--- config.mk ---
export PLATFORM = sky130hd
export DESIGN_NAME = car_pw_entry
export DESIGN_NICKNAME = d
export VERILOG_FILES = /design/src/rtl/car_pkg.sv /design/src/rtl/key_debounce.sv /design/src/rtl/car_pw_entry.sv
export SDC_FILE = /design/constraint.sdc
export NUM_CORES = 1
export LEC_CHECK = 0
export ABC_AREA = 1
export CAP_MARGIN = 5
export CORE_ASPECT_RATIO = 1.75
export CORE_UTILIZATION = 60
export DETAILED_ROUTE_END_ITERATION = 16
export HOLD_SLACK_MARGIN = 0.15
export PLACE_DENSITY = 0.87
export SYNTH_ARGS = -nofsm -noshare
export SYNTH_HDL_FRONTEND = slang
export SYNTH_SLANG_ARGS = --single-unit
--- constraint.sdc ---
create_clock -name clk -period 2.5 [get_ports clk]
set_input_delay 0.375 -clock clk [delete_from_list [all_inputs] [get_ports clk]]
set_output_delay 0.375 -clock clk [all_outputs]
set_load 0.05 [all_outputs]
--- src/rtl/car_pkg.sv ---
// car_pkg: shared state encoding, code width and parameter defaults for password entry
package car_pkg;
  typedef enum logic [1:0] {IDLE, COLLECT, PRESENT, LOCKED} state_e;
  localparam int PW_W = 4;
  localparam int DEF_DEBOUNCE = 16;
  localparam int DEF_TIMEOUT = 1000;
  localparam int DEF_MAX_TRIES = 3;
  localparam int DEF_LOCK = 5000;
endpackage

--- src/rtl/key_debounce.sv ---
// key_debounce: 2-flop synchronizer plus stability counter; single-cycle accept per press
module key_debounce #(
  parameter int CYCLES = 16
) (
  input  logic clk,
  input  logic rst_n,
  input  logic key,
  output logic acc
);
  localparam int CW = $clog2(CYCLES + 1);
  localparam logic [CW-1:0] LAST = CW'(CYCLES - 1);
  localparam logic [CW-1:0] DONE = CW'(CYCLES);
  logic s1_q, s2_q;
  logic [CW-1:0] cnt_q, cnt_d;
  // counter parks at DONE so a held key fires only once until it is released
  always_comb begin
    acc = s2_q && cnt_q == LAST;
    cnt_d = !s2_q ? '0 : (cnt_q == DONE ? cnt_q : cnt_q + 1'b1);
  end
  always_ff @(posedge clk or negedge rst_n)
    if (!rst_n) begin
      s1_q <= 1'b0;
      s2_q <= 1'b0;
      cnt_q <= '0;
    end else begin
      s1_q <= key;
      s2_q <= s1_q;
      cnt_q <= cnt_d;
    end
endmodule

--- src/rtl/car_pw_entry.sv ---
// car_pw_entry: collects a 4-bit code from bit-keys, presents it with a strobe,
// and enforces inter-key timeout and attempt-limit lockout.
module car_pw_entry import car_pkg::*; #(
  parameter int DEBOUNCE_CYCLES = DEF_DEBOUNCE,
  parameter int TIMEOUT_CYCLES  = DEF_TIMEOUT,
  parameter int MAX_TRIES       = DEF_MAX_TRIES,
  parameter int LOCK_CYCLES     = DEF_LOCK
) (
  input  logic            clk,
  input  logic            rst_n,
  input  logic            arm,
  input  logic            key_zero,
  input  logic            key_one,
  input  logic            key_clear,
  input  logic            pw_fail,
  output logic [PW_W-1:0] pw,
  output logic            pw_valid,
  output logic [2:0]      bit_count,
  output logic            locked
);
  localparam int TW = $clog2(TIMEOUT_CYCLES + 1);
  localparam int LW = $clog2(LOCK_CYCLES + 1);
  localparam int RW = $clog2(MAX_TRIES + 1);
  localparam logic [TW-1:0] TMO_LAST = TW'(TIMEOUT_CYCLES - 1);
  localparam logic [LW-1:0] LOCK_LAST = LW'(LOCK_CYCLES - 1);
  localparam logic [RW-1:0] MAX_R = RW'(MAX_TRIES);
  logic acc_z, acc_o, acc_c, bz, bo, idle;
  logic [PW_W-1:0] nxt;
  state_e state_q, state_d;
  logic [PW_W-1:0] shift_q, shift_d, pw_q, pw_d;
  logic pw_valid_q, pw_valid_d, locked_q, locked_d;
  logic [2:0] bit_count_q, bit_count_d;
  logic [TW-1:0] tmo_q, tmo_d;
  logic [LW-1:0] lock_q, lock_d;
  logic [RW-1:0] tries_q, tries_d;
  logic [1:0] win_q, win_d;
  key_debounce #(.CYCLES(DEBOUNCE_CYCLES)) u_zero (.clk(clk), .rst_n(rst_n), .key(key_zero), .acc(acc_z));
  key_debounce #(.CYCLES(DEBOUNCE_CYCLES)) u_one (.clk(clk), .rst_n(rst_n), .key(key_one), .acc(acc_o));
  key_debounce #(.CYCLES(DEBOUNCE_CYCLES)) u_clear (.clk(clk), .rst_n(rst_n), .key(key_clear), .acc(acc_c));
  always_comb begin
    bz = acc_z & ~acc_o;
    bo = acc_o & ~acc_z;
    nxt = {shift_q[PW_W-2:0], bo};
    state_d = state_q;
    shift_d = shift_q;
    pw_d = pw_q;
    pw_valid_d = 1'b0;
    bit_count_d = bit_count_q;
    tmo_d = tmo_q;
    lock_d = '0;
    locked_d = 1'b0;
    idle = 1'b0;
    tries_d = (pw_fail && tries_q != MAX_R) ? tries_q + 1'b1 : tries_q;
    // win counts the two cycles after a presentation in which a fail may still arrive
    win_d = (win_q == 2'd0 || pw_fail) ? 2'd0 : win_q - 2'd1;
    if (win_q == 2'd1 && !pw_fail) tries_d = '0;
    case (state_q)
      IDLE: if (arm && (bz || bo) && !acc_c) begin
        state_d = COLLECT;
        shift_d = nxt;
        bit_count_d = 3'd1;
        tmo_d = TW'(1);
      end
      COLLECT: if (acc_c || !arm || (!(bz || bo) && tmo_q == TMO_LAST)) idle = 1'b1;
      else if (bz || bo) begin
        shift_d = nxt;
        bit_count_d = bit_count_q + 3'd1;
        tmo_d = TW'(1);
        if (bit_count_q == 3'(PW_W - 1)) begin
          state_d = PRESENT;
          pw_d = nxt;
          pw_valid_d = 1'b1;
        end
      end else tmo_d = tmo_q + 1'b1;
      PRESENT: begin
        idle = 1'b1;
        win_d = pw_fail ? 2'd0 : 2'd2;
      end
      LOCKED: if (lock_q == LOCK_LAST) begin
        idle = 1'b1;
        tries_d = '0;
      end else begin
        locked_d = 1'b1;
        lock_d = lock_q + 1'b1;
      end
    endcase
    if (idle) begin
      state_d = IDLE;
      shift_d = '0;
      bit_count_d = '0;
    end
    // reaching the try limit overrides any entry activity in the same cycle
    if (state_q != LOCKED && tries_d == MAX_R) begin
      state_d = LOCKED;
      shift_d = '0;
      bit_count_d = '0;
      pw_d = pw_q;
      pw_valid_d = 1'b0;
      locked_d = 1'b1;
    end
  end
  always_ff @(posedge clk or negedge rst_n)
    if (!rst_n) begin
      state_q <= IDLE;
      shift_q <= '0;
      pw_q <= '0;
      pw_valid_q <= 1'b0;
      bit_count_q <= '0;
      locked_q <= 1'b0;
      tmo_q <= '0;
      lock_q <= '0;
      tries_q <= '0;
      win_q <= '0;
    end else begin
      state_q <= state_d;
      shift_q <= shift_d;
      pw_q <= pw_d;
      pw_valid_q <= pw_valid_d;
      bit_count_q <= bit_count_d;
      locked_q <= locked_d;
      tmo_q <= tmo_d;
      lock_q <= lock_d;
      tries_q <= tries_d;
      win_q <= win_d;
    end
  assign pw = pw_q;
  assign pw_valid = pw_valid_q;
  assign bit_count = bit_count_q;
  assign locked = locked_q;
endmodule

After elaboration in Yosys (flattened, before gate mapping)
Cells that the tools add are included.
{ "totals": {"regBits": 62, "inputBits": 7, "output_inout_bits": 9, "elab_cells": 132} }
{ "classes": {"n_addsub": 8, "eq_ne": 25, "mux": 49, "bitwise": 6, "n_reduce_logical": 25} }
{ "ops": {"columns": ["cell", "n"], "rows": [
  ["10-bit 2-to-1 mux", 3],
  ["3-bit 2-to-1 mux", 10],
  ["5-bit 2-to-1 mux", 6],
  ["13-bit 2-to-1 mux", 2],
  ["2-bit 2-to-1 mux", 13],
  ["10-bit case mux with 2 select lines", 1],
  ["4-bit != test (second input constant)", 4],
  ["5-bit by 1-bit adder with 5-bit output (second input constant)", 3],
  ["5-bit by 4-bit equality test with 1-bit output (second input constant)", 3],
  ["5-bit equality test (second input constant)", 3],
  ["2-bit != test (second input constant)", 7],
  ["13-bit by 1-bit adder with 13-bit output (second input constant)", 1],
  ["13-bit equality test (second input constant)", 1],
  ["3-bit case mux with 2 select lines", 2],
  ["10-bit by 1-bit adder with 10-bit output (second input constant)", 1],
  ["10-bit equality test (second input constant)", 1],
  ["1-bit 2-to-1 mux", 10],
  ["5-bit AND reduction", 2],
  ["1-bit logical AND", 9],
  ["2-bit equality test (second input constant)", 3],
  ["2-bit by 1-bit equality test with 1-bit output (second input constant)", 2],
  ["1-bit zero test", 4],
  ["2-bit zero test", 2],
  ["1-bit logical OR", 4],
  ["12 further kinds", 16]
]} }

Depth between registers and ports, before layout
{ "depth": {"word_depth": 12, "depth_mapped": 16, "mapped_depth_nobuf": 16} }

By module
From an unflattened synthesis, not the netlist that was laid out.
{ "unflattened": {"cells_unflattened": 406, "hier_area_um2": 3323.2} }
{ "modules_own_cells": {"columns": ["module", "instances", "cells_each", "area_per_inst_um2", "seq_area_each_um2"], "rows": [
  ["car_pw_entry", 1, 286, 2268.4, 1026.0],
  ["key_debounce", 3, 40, 351.6, 175.2]
]} }

Worst setup path after synthesis
OpenSTA, ideal clock, no wires.
{ "synth_timing": {"path_type": "register to register", "startpoint": "reg u_one.cnt_q[0]", "endpoint": "reg tmo_q[6]", "setup_time_ps": 119, "t_arrival_ps": 1939, "required_time_ps": 2381, "path_slack_ps": 442, "stages_incl_launch_ff": 16, "path_buffers": 1, "period_less_slack_ps": 2058, "cell_sequence": "dfrtp_1 > ha_1 > nand2_1 > nor2_1 > ha_1 > nand2_1 > inv_1 > ha_1 > nand2_1 > nor2_1 > nand3_1 > nand3_2 > nand2_4 > buf_6 > a31oi_1 > nor2_1"} }
{ "synth_between": {"elab_chain_cells": 10, "elab_cells_between_ends": 17, "cone_classes": "eq/ne (3); mux (3); bitwise (3); reduce/logical (8)"} }
{ "synth_rtl": {"columns": ["element", "line", "rtl"], "rows": [
  ["from (decl)", "key_debounce.sv:14", "logic [CW-1:0] cnt_q, cnt_d;"],
  ["from (signal assigned)", "key_debounce.sv:28", "cnt_q <= cnt_d;"],
  ["5-bit by 4-bit equality test with 1-bit output (*)", "key_debounce.sv:17", "acc = s2_q && cnt_q == LAST;"],
  ["1-bit logical AND (*)", "key_debounce.sv:17", null],
  ["1-bit NOT", "car_pw_entry.sv:41", "bz = acc_z & ~acc_o;"],
  ["1-bit AND", "car_pw_entry.sv:41", null],
  ["1-bit logical OR (*)", "car_pw_entry.sv:58, car_pw_entry.sv:64, car_pw_entry.sv:65", null],
  ["1-bit zero test", "car_pw_entry.sv:64", "COLLECT: if (acc_c || !arm || (!(bz || bo) && tmo_q == TMO_LAST)) idle = 1'b1;"],
  ["1-bit logical AND", "car_pw_entry.sv:64", null],
  ["1-bit logical OR", "car_pw_entry.sv:64", null],
  ["2-bit != test (no line)", null, null],
  ["3-bit AND reduction (no line)", null, null],
  ["to (signal assigned)", "car_pw_entry.sv:121", "tmo_q <= tmo_d;"],
  ["to (decl)", "car_pw_entry.sv:33", "logic [TW-1:0] tmo_q, tmo_d;"]
]} }
Every way passes the cells marked *; elsewhere a longest branch is shown, timed or not. The select of a mux whose other input is x is not followed.
A chain may end at the register's enable or synchronous reset.

Worst setup path in the final report
{ "layout_timing": {"startpoint": "reg u_one.cnt_q[0]", "endpoint": "reg state_q[1]"} }
{ "layout_between": {"elab_chain_cells": 12, "elab_cells_between_ends": 21, "cone_classes": "eq/ne (5); mux (4); bitwise (3); reduce/logical (9)"} }
{ "layout_rtl": {"columns": ["element", "line", "rtl"], "rows": [
  ["5-bit by 4-bit equality test with 1-bit output (*)", "key_debounce.sv:17", null],
  ["1-bit logical AND (*)", "key_debounce.sv:17", null],
  ["1-bit NOT", "car_pw_entry.sv:41", null],
  ["1-bit AND", "car_pw_entry.sv:41", null],
  ["1-bit logical OR (*)", "car_pw_entry.sv:58, car_pw_entry.sv:64, car_pw_entry.sv:65", null],
  ["1-bit zero test", "car_pw_entry.sv:64", null],
  ["1-bit logical AND", "car_pw_entry.sv:64", null],
  ["1-bit logical OR", "car_pw_entry.sv:64", null],
  ["1-bit 2-to-1 mux", "car_pw_entry.sv:64", null],
  ["1-bit case mux with 3 select lines", "car_pw_entry.sv:57", "case (state_q)"],
  ["4-bit != test (no line) (tied with other cells)", null, null],
  ["5-bit AND reduction (no line) / 2-bit 2-to-1 mux (equally long branches)", null, null],
  ["to (signal assigned)", "car_pw_entry.sv:115", "state_q <= state_d;"],
  ["to (decl)", "car_pw_entry.sv:29", "state_e state_q, state_d;"]
]} }
Every way passes the cells marked *; elsewhere a longest branch is shown, timed or not.

==> out/summary.txt <==
Final worst clock skew -> 0.00915 ns
Crit path kind -> flop to flop
FF/Latch Area -> 1550 um2
Rows -> 34
Avg Synthesized Cell Area -> 8.51 um2
Final worst-path cycle share -> 92.6%
Post-Route Utilization -> 72.8%
Die width -> 57.3 um
Slew Limit Fails -> 0
Sw frac -> 33.8%
Clk_lat worst skew -> 0.34 ns
Layout net count -> 427
Comb power frac -> 28.1%
# diodes -> 0
WL final -> 6140 um
Share of cells above drive strength 1 -> 10.8%
Largest net degree at the start of global routing -> 39
Routability cong. -> 0.833
Number of vias per cell -> 5.58
Initial drt markers -> 115
VDD IR max -> 0.546 mV
Status -> finished with violations
Die area -> 5650 um2
Seq/Total Area, Yosys -> 48.4%
Warnings, synthesis -> 0
Worst EP required -> 2.73 ns
R2R depth -> 15
Min-Delay Path Class -> flop to flop
Boundary Pins -> 16
Initial antenna violation count -> 0
Overall die height -> 98.7 um
DRC Markers -> 1
Total gr overflow -> 0
Power density over cell area -> 883 nW/um2
R2R setup slack -> 0.18 ns
Fillers -> 376
# setup viols final -> 0
Seq pwr share -> 38.0%
Max Cap Viol -> 0
Crit. End Element -> flop
Initial core utilization -> 63.4%
Syn Nets -> 401
Multi-input logic area -> 1410 um2
Cells after synthesis -> 377
R2R Path End -> state_q[1]$_DFFE_PN0P_
Slew HR -> 62.6%
Vias in the first global route -> 2668
Tot GR Track Use -> 25.3%
TritonCTS clock tree -> yes
DP Worst Slack -> 0.222 ns
Num Clock Sinks -> 62
Clock power frac -> 33.9%
Final HPWL DP -> 4410 um
Max FO, Critical Path -> 3
Core footprint -> 5060 um2
First-pass GRT wire length -> 11000 um
Antenna viol nets, final -> 0
Failing checks -> design-rule violations
Pre-antenna DRT Iters -> 10
Clk buf depth -> 2
Hold path cells -> 0
Seq cells post-synth -> 62
Total CTS buffers -> 9
Crit path DAT -> 2.54 ns
Final Total Pwr -> 3.26 mW
Routed via count -> 2572
Slew @ Worst Pin -> 0.560 ns
Area grow syn2layout -> 14.9%
Fin crit period -> 2.32 ns
Worst-path clk slew -> 0.07 ns
RSZ-0062 raised after global routing -> yes
Setup crit start kind -> flop
NetSw -> 1.10 mW
CTS Root Cell -> clkbuf_8
Mapped cell area -> 3210 um2
Yosys cell types -> 33
Leakage power -> 1.81 nW
Final worst setup slack -> 0.184 ns
Postcts setup bufs -> 0
Highest Clock Rate -> 432 MHz
FF-to-FF Start -> u_one.cnt_q[0]$_DFFE_PN0P_
H-Tree Depth -> 3
Wire per inst -> 13.3 um
Worst Hold End -> u_clear.s2_q$_DFF_PN0_
# port buffers -> 15
Internal -> 2.15 mW
Hold Crit Start -> u_clear.s1_q$_DFF_PN0_
Final Hold Viols -> 0
cells in the mapped netlist (all sizes together):
library cell  number  share of area [%]
nand2             85                 11
dfrtp             62                 48
inv               58                6.8
nor2              43                5.7
nand3             33                5.5
a21oi             22                4.1
ha                17                6.6
o21ai             16                2.5
nand4             11                2.3
nor3               8                1.4
nor3b              5                1.5
xor2               4                1.1
a31oi              2               0.39
buf                2               0.70
nor4               2               0.39
a21boi             1               0.23
and3               1               0.20
clkinv             1               0.16
mux2               1               0.35
nand3b             1               0.23
o211ai             1               0.23
o21a               1               0.23
stage by stage:
stage / area, um2 / std cells / hold slack (ns) / setup TNS [ns]
after floorplan: 3210 / 377 / 0.0794 / 0
after global placement: 3420 / 445 / 0.332 / 0
after detailed placement: 3420 / 445 / 0.336 / 0
after CTS: 3680 / 461 / 0.345 / 0
after global routing: 3690 / 461 / 0.344 / -0.0731
final: 3690 / 461 / 0.342 / 0
cells in the final DEF (no fill, tap or decap), drive strengths merged:
master	n
dfrtp	62
nand2	85
dlygate4sd3	1
nand3	33
nor3b	5
o211ai	1
nand4	11
o21a	1
a31oi	2
nor3	8
a21boi	1
nand3b	1
inv	58
clkdlybuf4s50	14
clkbuf	12
nor2	43
nor4	2
o21ai	16
xor2	4
buf	2
mux2	1
and3	1
a21oi	22
ha	17
clkinv	1
bufinv	3
power by group through the flow:
stage               registers, mW  clock network (mW)  logic [mW]
global placement             1.24                   0       0.861
finish                       1.24                1.10       0.915
CTS                          1.23                1.12       0.910
global route                 1.25                1.16        1.03
floorplan                    1.29                   0       0.650
detailed placement           1.25                   0       0.892
cell type report:
| type | instances | share of cell area (%) |
|---|---|---|
| clock buffer | 12 | 4.48 |
| clock inverter | 3 | 2.44 |
| inverter | 59 | 6.04 |
| multi-input combinational | 254 | 38.4 |
| sequential | 62 | 42.1 |
| tap | 54 | 1.83 |
| timing repair buffer | 17 | 4.75 |
per-layer routing:
layer	routed length (um)	global-route usage, %	vias to the layer above
met5	0	0	-
met4	179	15.2	0
met3	214	5.77	18
met2	3370	43.6	57
met1	2370	27.8	1227
li1	-	-	1270
registers in the layout, indices dropped and copies added (netlist names):
register	count
u_one.cnt_q	5
u_one.s2_q	1
bit_count	3
lock_q	13
u_one.s1_q	1
u_zero.cnt_q	5
u_zero.s2_q	1
pw	4
u_clear.s2_q	1
win_q	2
u_zero.s1_q	1
shift_q	3
pw_valid	1
tmo_q	10
u_clear.s1_q	1
state_q	2
locked	1
tries_q	2
u_clear.cnt_q	5
cells by family (layout without fill, tap and decap cells):
kind of cell	Yosys count	in the layout	synth area share (%)
AO/OA/AOI/OAI	43	43	7.72
XOR/XNOR	4	4	1.09
adder cells (fa/ha/maj)	17	17	6.63
buffers and inverters	61	91	7.64
flip-flops	62	62	48.4
multiplexers	1	1	0.351
AND/OR/NAND/NOR	189	189	28.2
timing repair:
action / 4_1_cts / 5_1_grt
gates resized for setup: 0 / 1
endpoints found under the setup margin: 0 / 2
hold buffers: 1 / 0
endpoints found under the hold margin: 24 / 0
critical path, cell delays in order (launching register included):
cell,delay [ns]
dfrtp_1,0.39
ha_1,0.21
nand2_1,0.08
nor2_1,0.05
ha_1,0.17
nand2_1,0.06
inv_1,0.04
ha_1,0.30
nand2_1,0.09
nor2_1,0.04
nand3_1,0.12
nand3_2,0.14
nor2_2,0.23
nand2_1,0.14
nand3_1,0.10
nand2_1,0.05
worst max path at each step:
stage,startpoint,endpoint,depth (start not counted)
finish,u_one.cnt_q[0]$_DFFE_PN0P_,state_q[1]$_DFFE_PN0P_,15
CTS,u_one.cnt_q[0]$_DFFE_PN0P_,state_q[0]$_DFFE_PN0P_,15
detailed placement,u_one.cnt_q[0]$_DFFE_PN0P_,state_q[0]$_DFFE_PN0P_,15
global route,u_zero.cnt_q[0]$_DFFE_PN0P_,state_q[0]$_DFFE_PN0P_,14
global placement,u_one.cnt_q[0]$_DFFE_PN0P_,state_q[0]$_DFFE_PN0P_,15
floorplan,u_one.cnt_q[0]$_DFFE_PN0P_,tmo_q[6]$_DFFE_PN0P_,15
Note: power is estimated with default switching activity, not from simulation.
